===== src/rtl/arb_pkg.sv =====
// Shared types and constants for the iBus/dBus arbiter and its owner FIFO.
package arb_pkg;

   // Which requester owns an outstanding read response.
   typedef enum logic {
      OWN_I = 1'b0,
      OWN_D = 1'b1
   } owner_e;

   // Grant FSM: free arbitration, or grant held until the memory accepts.
   typedef enum logic [1:0] {
      IDLE   = 2'd0,
      LOCK_I = 2'd1,
      LOCK_D = 2'd2
   } state_e;

   localparam logic [3:0] IBUS_MASK = 4'hF;
   localparam logic [1:0] IBUS_SIZE = 2'd2;

endpackage


===== src/rtl/owner_fifo.sv =====
// Small 1-bit FIFO recording the owner of each outstanding read, in issue order.
module owner_fifo #(
   parameter int unsigned DEPTH = 4
) (
   input  logic clk,
   input  logic reset,
   input  logic push,
   input  logic din,
   input  logic pop,
   output logic dout,
   output logic full,
   output logic empty
);

   localparam int unsigned PTR_W = (DEPTH > 1) ? $clog2(DEPTH) : 1;
   localparam int unsigned CNT_W = PTR_W + 1;

   logic [DEPTH-1:0] mem;
   logic [PTR_W-1:0] wr_ptr;
   logic [PTR_W-1:0] rd_ptr;
   logic [CNT_W-1:0] count;
   logic             push_ok;
   logic             pop_ok;

   // A push into a full FIFO is only taken when a pop frees a slot the same cycle.
   assign push_ok = push && (!full || pop);
   assign pop_ok  = pop && !empty;
   assign full    = (count == CNT_W'(DEPTH));
   assign empty   = (count == '0);
   assign dout    = mem[rd_ptr];

   // Storage, pointers (wrap naturally at power-of-two depth) and occupancy.
   always_ff @(posedge clk or posedge reset) begin
      if (reset) begin
         mem    <= '0;
         wr_ptr <= '0;
         rd_ptr <= '0;
         count  <= '0;
      end else begin
         if (push_ok) begin
            mem[wr_ptr] <= din;
            wr_ptr      <= wr_ptr + PTR_W'(1);
         end
         if (pop_ok) begin
            rd_ptr <= rd_ptr + PTR_W'(1);
         end
         count <= count + CNT_W'(push_ok) - CNT_W'(pop_ok);
      end
   end

endmodule


===== src/rtl/ibus_dbus_arbiter.sv =====
// Merges the CPU iBus and dBus onto one memory port and steers in-order read
// responses back to their issuer. Optional macro ARB_ROUND_ROBIN_EN replaces
// fixed dBus priority with alternating grants under contention.
module ibus_dbus_arbiter
   import arb_pkg::*;
#(
   parameter int unsigned ADDR_W     = 32,
   parameter int unsigned DATA_W     = 32,
   parameter int unsigned PEND_DEPTH = 4
) (
   input  logic              clk,
   input  logic              reset,
   input  logic              iBus_cmd_valid,
   output logic              iBus_cmd_ready,
   input  logic [ADDR_W-1:0] iBus_cmd_payload_pc,
   output logic              iBus_rsp_valid,
   output logic              iBus_rsp_payload_error,
   output logic [DATA_W-1:0] iBus_rsp_payload_inst,
   input  logic              dBus_cmd_valid,
   output logic              dBus_cmd_ready,
   input  logic              dBus_cmd_payload_wr,
   input  logic [3:0]        dBus_cmd_payload_mask,
   input  logic [ADDR_W-1:0] dBus_cmd_payload_address,
   input  logic [DATA_W-1:0] dBus_cmd_payload_data,
   input  logic [1:0]        dBus_cmd_payload_size,
   output logic              dBus_rsp_ready,
   output logic              dBus_rsp_error,
   output logic [DATA_W-1:0] dBus_rsp_data,
   output logic              mem_cmd_valid,
   input  logic              mem_cmd_ready,
   output logic              mem_cmd_wr,
   output logic [3:0]        mem_cmd_mask,
   output logic [ADDR_W-1:0] mem_cmd_addr,
   output logic [DATA_W-1:0] mem_cmd_data,
   output logic [1:0]        mem_cmd_size,
   input  logic              mem_rsp_valid,
   input  logic              mem_rsp_error,
   input  logic [DATA_W-1:0] mem_rsp_data,
   output logic              rsp_orphan
);

   state_e state;
   state_e state_nxt;
   owner_e grant;
   owner_e head;
   logic   fifo_full;
   logic   fifo_empty;
   logic   is_read;
   logic   granted_valid;
   logic   stall;
   logic   accept;
   logic   rsp_pop;
   logic   orphan_q;
`ifdef ARB_ROUND_ROBIN_EN
   owner_e last_grant;
`endif

   assign rsp_pop = mem_rsp_valid && !fifo_empty;

   owner_fifo #(.DEPTH(PEND_DEPTH)) u_owner_fifo (
      .clk   (clk),
      .reset (reset),
      .push  (accept && is_read),
      .din   (grant),
      .pop   (rsp_pop),
      .dout  (head),
      .full  (fifo_full),
      .empty (fifo_empty)
   );

   // Grant FSM state register.
   always_ff @(posedge clk or posedge reset) begin
      if (reset) state <= IDLE;
      else       state <= state_nxt;
   end

`ifdef ARB_ROUND_ROBIN_EN
   // Remember who was served last so contention alternates.
   always_ff @(posedge clk or posedge reset) begin
      if (reset)       last_grant <= OWN_I;
      else if (accept) last_grant <= grant;
   end
`endif

   // Sticky flag for a response with no recorded owner.
   always_ff @(posedge clk or posedge reset) begin
      if (reset)                            orphan_q <= 1'b0;
      else if (mem_rsp_valid && fifo_empty) orphan_q <= 1'b1;
   end

   // Grant selection, command mux, handshake and next state; all outputs forced low in reset.
   always_comb begin
      state_nxt              = state;
      grant                  = OWN_I;
      mem_cmd_valid          = 1'b0;
      mem_cmd_wr             = 1'b0;
      mem_cmd_mask           = IBUS_MASK;
      mem_cmd_addr           = iBus_cmd_payload_pc;
      mem_cmd_data           = '0;
      mem_cmd_size           = IBUS_SIZE;
      iBus_cmd_ready         = 1'b0;
      dBus_cmd_ready         = 1'b0;
      iBus_rsp_valid         = 1'b0;
      dBus_rsp_ready         = 1'b0;
      iBus_rsp_payload_error = mem_rsp_error;
      iBus_rsp_payload_inst  = mem_rsp_data;
      dBus_rsp_error         = mem_rsp_error;
      dBus_rsp_data          = mem_rsp_data;
      rsp_orphan             = orphan_q;

      unique case (state)
         LOCK_I:  grant = OWN_I;
         LOCK_D:  grant = OWN_D;
         default: begin
`ifdef ARB_ROUND_ROBIN_EN
            if (dBus_cmd_valid && iBus_cmd_valid)
               grant = (last_grant == OWN_I) ? OWN_D : OWN_I;
            else if (dBus_cmd_valid)
               grant = OWN_D;
`else
            if (dBus_cmd_valid) grant = OWN_D;
`endif
         end
      endcase

      is_read       = (grant == OWN_I) || !dBus_cmd_payload_wr;
      granted_valid = (grant == OWN_D) ? dBus_cmd_valid : iBus_cmd_valid;
      // A read into a full FIFO waits unless a response frees a slot this cycle.
      stall         = fifo_full && is_read && !rsp_pop;
      mem_cmd_valid = granted_valid && !stall;
      accept        = mem_cmd_valid && mem_cmd_ready;

      if (grant == OWN_D) begin
         mem_cmd_wr     = dBus_cmd_payload_wr;
         mem_cmd_mask   = dBus_cmd_payload_mask;
         mem_cmd_addr   = dBus_cmd_payload_address;
         mem_cmd_data   = dBus_cmd_payload_data;
         mem_cmd_size   = dBus_cmd_payload_size;
         dBus_cmd_ready = mem_cmd_ready && !stall;
      end else begin
         iBus_cmd_ready = mem_cmd_ready && !stall;
      end

      iBus_rsp_valid = rsp_pop && (head == OWN_I);
      dBus_rsp_ready = rsp_pop && (head == OWN_D);

      unique case (state)
         IDLE: if (mem_cmd_valid && !mem_cmd_ready)
                  state_nxt = (grant == OWN_D) ? LOCK_D : LOCK_I;
         default: if (accept) state_nxt = IDLE;
      endcase

      if (reset) begin
         state_nxt              = IDLE;
         mem_cmd_valid          = 1'b0;
         mem_cmd_wr             = 1'b0;
         mem_cmd_mask           = '0;
         mem_cmd_addr           = '0;
         mem_cmd_data           = '0;
         mem_cmd_size           = '0;
         iBus_cmd_ready         = 1'b0;
         dBus_cmd_ready         = 1'b0;
         iBus_rsp_valid         = 1'b0;
         dBus_rsp_ready         = 1'b0;
         iBus_rsp_payload_error = 1'b0;
         iBus_rsp_payload_inst  = '0;
         dBus_rsp_error         = 1'b0;
         dBus_rsp_data          = '0;
         rsp_orphan             = 1'b0;
         accept                 = 1'b0;
      end
   end

endmodule

===== config.mk =====
export PLATFORM = sky130hd
export DESIGN_NAME = ibus_dbus_arbiter
export DESIGN_NICKNAME = d
export VERILOG_FILES = /design/src/rtl/arb_pkg.sv /design/src/rtl/owner_fifo.sv /design/src/rtl/ibus_dbus_arbiter.sv
export SDC_FILE = /design/constraint.sdc
export NUM_CORES = 1
export LEC_CHECK = 0
export ABC_CLOCK_PERIOD_IN_PS = 4200
export BUFFER_PORTS_ARGS = -buffer_cell sky130_fd_sc_hd__buf_2
export CELL_PAD_IN_SITES_DETAIL_PLACEMENT = 1
export CELL_PAD_IN_SITES_GLOBAL_PLACEMENT = 2
export CORE_ASPECT_RATIO = 1.2
export CORE_MARGIN = 2
export CORE_UTILIZATION = 14
export CTS_CLUSTER_SIZE = 40
export DETAILED_ROUTE_END_ITERATION = 10
export PLACE_DENSITY_LB_ADDON = 0.1
export RECOVER_POWER = 50
export SETUP_SLACK_MARGIN = 0.05
export SKIP_LAST_GASP = 1
export SLEW_MARGIN = 10
export SYNTH_ARGS = -nofsm -noshare
export SYNTH_HDL_FRONTEND = slang
export SYNTH_SLANG_ARGS = --single-unit

===== constraint.sdc =====
create_clock -name clk -period 4.2 [get_ports clk]
set_clock_uncertainty 0.15 [all_clocks]
set_input_delay 0.42 -clock clk [delete_from_list [all_inputs] [get_ports clk]]
set_output_delay 0.42 -clock clk [all_outputs]
set_load 0.05 [all_outputs]

==> metrics.csv <==
stage;metric;value;unit
clock_tree;cts_made_buffers;3;
die;core;14400;um^2
min_path;hold_path_end;orphan_q$_DFFE_PP0P_;
final_layout;layout.cells.non_filler;721;
global_route;grt_max_degree;50;
yosys;synth-simple-area-share;39.8;%
drt;drc;0;
global_route;grt_pass1_wl;16200;um
yosys;synth_most_common_cell;nand2_1;
worst_setup_path;crit_type;register to output port;
drt;dr.pass1.iters;4;
pwr;peakVddDrop;340;uV
worst_setup_path;r2r-end;u_owner_fifo.count[2]$_DFF_PP0_;
global_route;grt-busiest-layer;met2;
yosys;synth-main-ff-cell;dfrtp_1;
global_route;antenna_found_initial;1;
min_path;hold_start;mem_rsp_valid;
timing;slew_headroom;-1.19;%
yosys;synth_common_cells;nand2_1 (66), and3_1 (34), nor2b_1 (34);
worst_setup_path;cp_data_arrival_time;2600;ps
worst_setup_path;r2r.worst_path.cells;10;
final_layout;layout-drive-gt1-share;43.3;%
worst_setup_path;worstPathMaxFanout;38;
yosys;synth.top_cell.area_share;17.0;%
yosys;ys_seq_elements;14;
placement;place_inst;717;
timing;finalSetupTns;0;ps
die;die_h;137;um
global_route;grt-ovfl-total;0;
timing;maxSlewViolCount;32;
min_path;worstHoldPathCells;2;
yosys;syn_nets;462;
global_route;use_met1;13.5;%
pwr;powerDensity;519;nW/um^2
yosys;yosys-mux-area-fraction;1.58;%
clock_tree;cts_resized;0;
pwr;p_total;1.76;mW
worst_setup_path;reg2reg_from;state[1]$_DFFE_PP0P_;
global_route;grt_pass1_vias;2779;
global_route;met3_usage;2.39;%
die;std_cell_rows;48;
timing;rsz0062_at_grt;no;
drt;drtIter0Drc;103;
yosys;synthAdderAreaFrac;5.84;%
drt;wl_per_cell;16.3;um
flow_run;cap_violations;1;
yosys;synth.avg_cell_area;6.62;um^2
timing;finalCriticalPeriod;3170;ps
yosys;synth_compound_area_share;14.5;%
yosys;yosysTopAreaCell;dfrtp_1;
clock_tree;cts_tree;done;
drt;ant_nets;0;
clock_tree;path_clk_slew;50;ps
pwr;p_leak;1.95;nW
final_layout;syn_to_final_growth;65.1;%
placement;gp_congestion;0.755;
yosys;synth_area_leaders;dfrtp_1 (17%), buf_4 (12%), nand2_1 (12%), and3_1 (10%), nor2b_1 (10%);
timing;worst_slew_pin_slew;1520;ps
outcome;status;finished with violations;
yosys;netlist_instances;311;
yosys;synth-xor-area-share;2.13;%
die;die-area;15700;um^2
clock_tree;ctsHoldBuffers;0;
global_route;grtUsageMet2;28.4;%
clock_tree;insertion_delay;240;ps
timing;setup-violations-final;0;
yosys;synth_enable_flop_cells;0;
clock_tree;root_buffer;clkbuf_16;
yosys;ys_types;32;
global_route;grt_usage;13.4;%
placement;hpwl;9770;um
timing;timing.fmax;0.316;GHz
min_path;hold_class;input port to register;
yosys;synth_top_family_by_area;simple AND/OR/NAND/NOR gates;
outcome;failed_checks;capacitance limit, slew limit;
die;num_io_pins;285;
drt;vias;2971;
clock_tree;cts.path.max_buffers;2;
timing;fin_crit_sh;75.5;%
clock_tree;cts.sinks;14;
worst_setup_path;end_kind;output port;
final_layout;final_nets;698;
worst_setup_path;crit_required;3630;ps
yosys;yosysSeqAreaShare;17.0;%
worst_setup_path;startpoint_type;register;
worst_setup_path;rrSetupSlack;1200;ps
drt;viasPerCell;4.12;
drt;drt_wl_total;11800;um
clock_tree;cts_max_level;1;
timing;hold_viol_final;0;
yosys;syn_area;2060;um^2
placement;io_buffers;284;
die;initial_core_util;14.3;%
die;die_w;115;um
yosys;async_flop_share;100;%
yosys;yosys_warnings;0;
clock_tree;postCtsSetupBuffers;0;
## worst max-delay path by stage
stage	from	endpoint	slack [ps]	depth (start not counted)
3_3_place_gp	state[0]$_DFFE_PP0P_	mem_cmd_addr[31]	1270	8
3_5_place_dp	state[0]$_DFFE_PP0P_	mem_cmd_addr[31]	1230	8
2_1_floorplan	state[0]$_DFFE_PP0P_	mem_cmd_addr[22]	1250	8
4_1_cts	state[0]$_DFFE_PP0P_	mem_cmd_addr[31]	960	8
5_1_grt	reset	dBus_rsp_data[2]	730	4
6_report	state[0]$_DFFE_PP0P_	mem_cmd_addr[31]	1030	8
## critical path: stages (launching register included)
cell and delay (ps):
dfrtp_1 350, inv_1 60, ha_1 370, nand2b_1 150
o21a_2 570, buf_12 270, nand2_1 70, a21oi_1 170
buf_2 320
## sequential cells by signal, summed over array words and instances, names as in the netlist
name / count
u_owner_fifo.wr_ptr: 2
u_owner_fifo.rd_ptr: 2
state: 2
orphan_q: 1
u_owner_fifo.mem: 4
u_owner_fifo.count: 3
## metal layers
metal / vias up / part of all wire, %
met5: - / 0
met3: 4 / 7.1
met2: 119 / 59
li1: 1462 / -
met4: 0 / 0.41
met1: 1386 / 34
## cells by family after synthesis
| family | count (synthesis) |
|---|---|
| AO/OA/AOI/OAI | 53 |
| XOR/XNOR | 5 |
| adder cells (fa/ha/maj) | 9 |
| buffers and inverters | 68 |
| flip-flops | 14 |
| multiplexers | 2 |
| AND/OR/NAND/NOR | 160 |
## report_power, final
| group | leakage (nW) | switching, mW | internal (mW) | total [mW] |
|---|---|---|---|---|
| clock | 0.0370 | 0.0517 | 0.124 | 0.176 |
| combinational | 1.75 | 0.966 | 0.367 | 1.33 |
| sequential | 0.166 | 0.0522 | 0.201 | 0.254 |
## through the flow
stage	util, %	hold WS, ps	setup WS [ps]	instance area, um^2
after global placement	23.7	306	1270	3400
after floorplan	-	270	1250	2060
after detailed placement	23.7	297	1230	3400
after CTS	24.2	262	959	3480
final	23.7	266	1030	3400
after global routing	23.7	270	734	3400
## placed cells by master (no fill, tap or decap), types with 4 or more instances in the layout
master / netlist / layout
a21oi_1: 32 / 32
a31oi_1: 10 / 10
and3_1: 34 / 35
buf_2: 0 / 225
clkbuf_1: 22 / 59
dfrtp_1: 14 / 14
ha_1: 8 / 8
inv_1: 11 / 11
nand2_1: 66 / 66
nor2_1: 11 / 11
nor2b_1: 34 / 34
nor3_1: 4 / 4
o21ai_0: 4 / 4
xnor2_1: 5 / 5
## final cells by class
type	instances	area [um^2]
well taps	175	219
fillers	1899	11000
diodes	1	2.50
inverters	11	41.3
multi-input cells	229	1320
repair buffers	288	1390
flip-flops and latches	14	350
clock buffers	3	75.1
(Power assumes the default switching activity.)
